==> config.mk <==
export PLATFORM = sky130hd
export DESIGN_NAME = mux_8to1_rr_arbiter
export DESIGN_NICKNAME = d
export VERILOG_FILES = /design/src/rtl/mux_8to1_rr_arbiter.sv
export SDC_FILE = /design/constraint.sdc
export NUM_CORES = 1
export LEC_CHECK = 0
export BUFFER_PORTS_ARGS = -buffer_cell sky130_fd_sc_hd__buf_4
export CORE_UTILIZATION = 45
export DETAILED_ROUTE_END_ITERATION = 10
export GPL_ROUTABILITY_DRIVEN = 0
export HOLD_SLACK_MARGIN = 0.08
export PLACE_DENSITY = 0.6
export SLEW_MARGIN = 40
export SYNTH_ARGS = -nofsm -noshare
export SYNTH_HDL_FRONTEND = slang
export SYNTH_SLANG_ARGS = --single-unit
==> constraint.sdc <==
create_clock -name clk -period 4.1 [get_ports clk]
set_input_delay 0 -clock clk [delete_from_list [all_inputs] [get_ports clk]]
set_output_delay 0 -clock clk [all_outputs]
set_load 0.01 [all_outputs]
==> src/rtl/mux_8to1_rr_arbiter.sv <==
// Purpose: round-robin arbiter driving the select of the shared 8:1 datapath mux, with bounded hold.
// Latency: 1 cycle from req sampled to gnt/sel/gnt_valid/hold_cnt (all registered).
// Backpressure: none; requests are level-sensitive and never latched, the owner is pre-empted after MAX_HOLD cycles.
//
// Ports:
//   clk        rising-edge clock
//   rst_n      asynchronous active-low reset
//   req[7:0]   request vector, req[i] = requester i wants the mux
//   sel[2:0]   mux select; owner index in GRANT, last owner index while idle
//   gnt[7:0]   one-hot grant, zero when no owner
//   gnt_valid  an owner holds the mux (OR of gnt)
//   hold_cnt   cycles the current owner has held the grant minus 1; 0 when idle
module mux_8to1_rr_arbiter #(
    parameter int MAX_HOLD = 4
) (
    input  logic       clk,
    input  logic       rst_n,
    input  logic [7:0] req,
    output logic [2:0] sel,
    output logic [7:0] gnt,
    output logic       gnt_valid,
    output logic [3:0] hold_cnt
);

    typedef enum logic {
        IDLE  = 1'b0,
        GRANT = 1'b1
    } state_t;

    localparam logic [3:0] HOLD_MAX = 4'(MAX_HOLD - 1);

    state_t     state_q, state_d;
    logic [2:0] ptr_q, ptr_d;
    logic [2:0] sel_q, sel_d;
    logic [7:0] gnt_q, gnt_d;
    logic       vld_q, vld_d;
    logic [3:0] hold_q, hold_d;

    // Returns {found, index}: first set bit of r scanning p, p+1, ... p+7 (mod 8).
    // The loop runs from the far end so the closest hit is the last one written.
    function automatic logic [3:0] rr_pick(input logic [7:0] r, input logic [2:0] p);
        logic [3:0] res;
        logic [2:0] idx;
        res = 4'd0;
        for (int i = 7; i >= 0; i--) begin
            idx = p + 3'(i);
            if (r[idx]) res = {1'b1, idx};
        end
        return res;
    endfunction

    logic [3:0] pick_all;
    logic [3:0] pick_oth;
    logic       grant_en;
    logic [2:0] grant_idx;

    // gnt_q is the owner's one-hot mask, so masking it out leaves only the competitors.
    assign pick_all = rr_pick(req, ptr_q);
    assign pick_oth = rr_pick(req & ~gnt_q, ptr_q);

    always_comb begin
        state_d   = state_q;
        ptr_d     = ptr_q;
        sel_d     = sel_q;
        gnt_d     = gnt_q;
        vld_d     = vld_q;
        hold_d    = hold_q;
        grant_en  = 1'b0;
        grant_idx = pick_all[2:0];

        case (state_q)
            IDLE: begin
                if (pick_all[3]) grant_en = 1'b1;
            end
            GRANT: begin
                if (!req[sel_q]) begin
                    // Owner released: with req[own] low, req itself is the competitor set,
                    // so hand straight over without an idle bubble when anyone is waiting.
                    if (pick_all[3]) begin
                        grant_en = 1'b1;
                    end else begin
                        state_d = IDLE;
                        gnt_d   = 8'h00;
                        vld_d   = 1'b0;
                        hold_d  = 4'd0;
                    end
                end else if (hold_q < HOLD_MAX) begin
                    hold_d = hold_q + 4'd1;
                end else if (pick_oth[3]) begin
                    grant_en  = 1'b1;
                    grant_idx = pick_oth[2:0];
                end
                // else: hold limit reached but nobody waiting, keep owner and saturate
            end
            default: state_d = IDLE;
        endcase

        if (grant_en) begin
            state_d = GRANT;
            sel_d   = grant_idx;
            gnt_d   = 8'h01 << grant_idx;
            vld_d   = 1'b1;
            hold_d  = 4'd0;
            ptr_d   = grant_idx + 3'd1;
        end
    end

    always_ff @(posedge clk or negedge rst_n) begin
        if (!rst_n) begin
            state_q <= IDLE;
            ptr_q   <= 3'd0;
            sel_q   <= 3'd0;
            gnt_q   <= 8'h00;
            vld_q   <= 1'b0;
            hold_q  <= 4'd0;
        end else begin
            state_q <= state_d;
            ptr_q   <= ptr_d;
            sel_q   <= sel_d;
            gnt_q   <= gnt_d;
            vld_q   <= vld_d;
            hold_q  <= hold_d;
        end
    end

    assign sel       = sel_q;
    assign gnt       = gnt_q;
    assign gnt_valid = vld_q;
    assign hold_cnt  = hold_q;

endmodule

==> impl_results.md <==
* Status: finished clean
* Worst Max-Slew Pin Slew at roughly 0.67 ns
* CTS tree: built
* Initial DRC Count at 260
* # clock sinks at 20
* Syn_nets at 297
* Core area at between 0.005 and 0.006 mm^2
* Fin nets at between 300 and 400
* Seq/Total Area, Yosys at 18.0%
* Initial core utilization at between 40% and 50%
* Top_reg_cell synth: dfrtp_1
* HPWL Detailed at ~5.8 mm
* Max Freq at roughly 280 MHz
* H-Tree Depth at 1
* Unique cell type count in the Yosys netlist at 69
* Post-CTS setup buffer count at 0
* Async set-or-reset flop fraction in the synthesized netlist at 100%
* Initial antenna violation count at 0
* Antenna-violating nets left at 0
* Die extent in x at 80.6 um
* Placed Cells at ~370
* Period utilization at between 80% and 90%
* RSZ-0062 raised after global routing: false
* Critical path endpoint category: flip-flop
* Synth Register Bits at 20
* Vias in the first global route at ~2.4k
* Arr. time, crit path at between 3 and 4 ns
* Die area at around 0.0065 mm^2
* Ports at 26
* Area Overhead vs Synth at 8.24%
* Syn_area_per_cell at slightly below 10 um^2
* Overflow after GRT at 0
* DR vias at 2,523
* DR DRC count at 0
* Vias/cell at 6.76
* Ratio of cells with drive above 1 in the final layout at roughly 28%
* FP Rows at 28
* YS warnings at 0
* # port buffers at 25
* Post-synth EDFFs at 0
* Clock Path Buffers at 2
* Min Tclk post-route at around 3.6 ns
* Post-route insts no fill at ~370
* Drt wl/cell at between 20 and 25 um
* Drt pass-1 iters at 5
* First-pass GRT wire length at 12.6 mm
* Final Skew at around 0.0036 ns
* Hold crit path type: primary input to async pin
* Worst Path Required at approximately 4.2 ns
* Post_cts resized at 0
* Reg clk slew, reported paths at ~0.07 ns
* Total wire length at 7.67 mm
* Count of final max-slew check failures at 0
* Setup_tns at 0 ns
* # diodes at 0
* Num CTS Buffers at 3
* Clk_lat worst skew at around 0.26 ns
* Critical Path Source: ptr_q[0]
* Final core occ at between 50% and 60%
* Critical R2R Launch: ptr_q[0]
* Fill cells at around 550
* Die Height at 80.6 um
* Setup Viol. Count Final at 0
* Total GRT Usage at 25.7%
* Final hold vios at 0
* Crit-path max FO at 34
* Final instance area at 0.00301 mm^2
* Hold Buf Count CTS at 1
* Worst setup SP type: flip-flop
* Syn Inst Count at between 200 and 300
* Worst Setup Path Type: flip-flop to flip-flop
* Placement Cell Area at 0.00294 mm^2
* Largest net degree at the start of global routing at 35
* Post-Syn Area at 0.00278 mm^2
* Max Cap Viol at 0
* Relative slew slack at between 50 and 60%
* Root Driver: clkbuf_8
routing by layer:
layer	vias up	GRT usage (%)	wire (um)	part of all wire, %
met2	139	43.7	3810	50
met3	21	1.36	435	5.7
li1	1125	-	-	-
met5	-	0	0	0
met4	0	7.86	213	2.8
met1	1238	34.8	3220	42
cells in the final DEF, fill, tap and decap left out, types with 6 or more instances in the layout:
master and count:
buf_4 30, nand2_1 27, mux2i_1 21, nor2_1 20, mux4_2 20, dfrtp_1 20, nand2b_1 11, a21oi_1 9
nor2b_1 8, o21ai_0 8, ha_1 7, nand3_1 6
cell families (layout without fill, tap and decap cells):
family / after synthesis / count (layout) / share of synthesized area [%]
simple gates: 94 / 94 / 18.2
compound gates: 76 / 76 / 22.2
mux: 50 / 50 / 28.6
buf+inv: 27 / 45 / 7.11
flops: 20 / 20 / 18.0
fa+ha+maj: 7 / 7 / 3.15
xor+xnor: 6 / 6 / 2.70
cell type report:
class,instances,area (um^2),area share [%]
multi-input combinational,233,2080,69.2
clock buffer,4,55.1,1.83
inverter,10,42.5,1.41
sequential,20,500,16.6
tap,75,93.8,3.12
timing repair buffer,31,235,7.82
registers in the layout, summed over array words and instances (netlist names):
name / flops
hold_cnt: 4
state_q: 1
ptr_q: 3
gnt_valid: 1
gnt: 8
sel: 3
stage by stage:
step	hold WS, ns	setup WS, ns
after global routing	0.164	0.168
final	0.152	0.470
after detailed placement	-0.106	0.551
after CTS	0.156	0.481
after floorplan	-0.296	0.961
after global placement	-0.103	0.571
path summary, 6_finish.rpt:
kind	endpoint	slack, ns	depth (start not counted)
max	ptr_q[2]	0.47	13
min	gnt[4]	0.15	2
max reg2reg	ptr_q[2]	0.47	13
min reg2reg	gnt_valid	0.52	1
max in group asynchronous	ptr_q[1]	3.75	2
min in group clk	gnt_valid	0.52	1
critical path, stage by stage, from the launching register on:
cell and delay (ns):
dfrtp_1 0.42, buf_4 0.28, ha_1 0.36, xnor2_1 0.56, mux4_2 0.36, a311oi_1 0.06, o311ai_1 0.34, a211oi_2 0.14
nor3_4 0.32, inv_2 0.08, nor2_1 0.18, ha_1 0.26, nand2_1 0.06, o21ai_1 0.07
cells in the mapped netlist, drive strengths merged, types with 4 or more instances:
master / number / area, um^2
nand2: 27 / 101
mux2i: 23 / 246
mux4: 21 / 477
dfrtp: 20 / 500
nor2: 20 / 75.1
buf: 14 / 144
nand2b: 11 / 68.8
inv: 10 / 42.5
o21ai: 10 / 50.1
a21oi: 9 / 45.0
nor2b: 8 / 50.1
ha: 7 / 87.6
a211oi: 6 / 50.1
and2: 6 / 40.0
mux2: 6 / 71.3
nand3: 6 / 30.0
o211ai: 6 / 50.1
a22o: 5 / 43.8
a311oi: 4 / 35.0
o22ai: 4 / 31.3
Power is not shown: default switching activity piles up to over one toggle a cycle in this logic, so the estimate is an artifact.
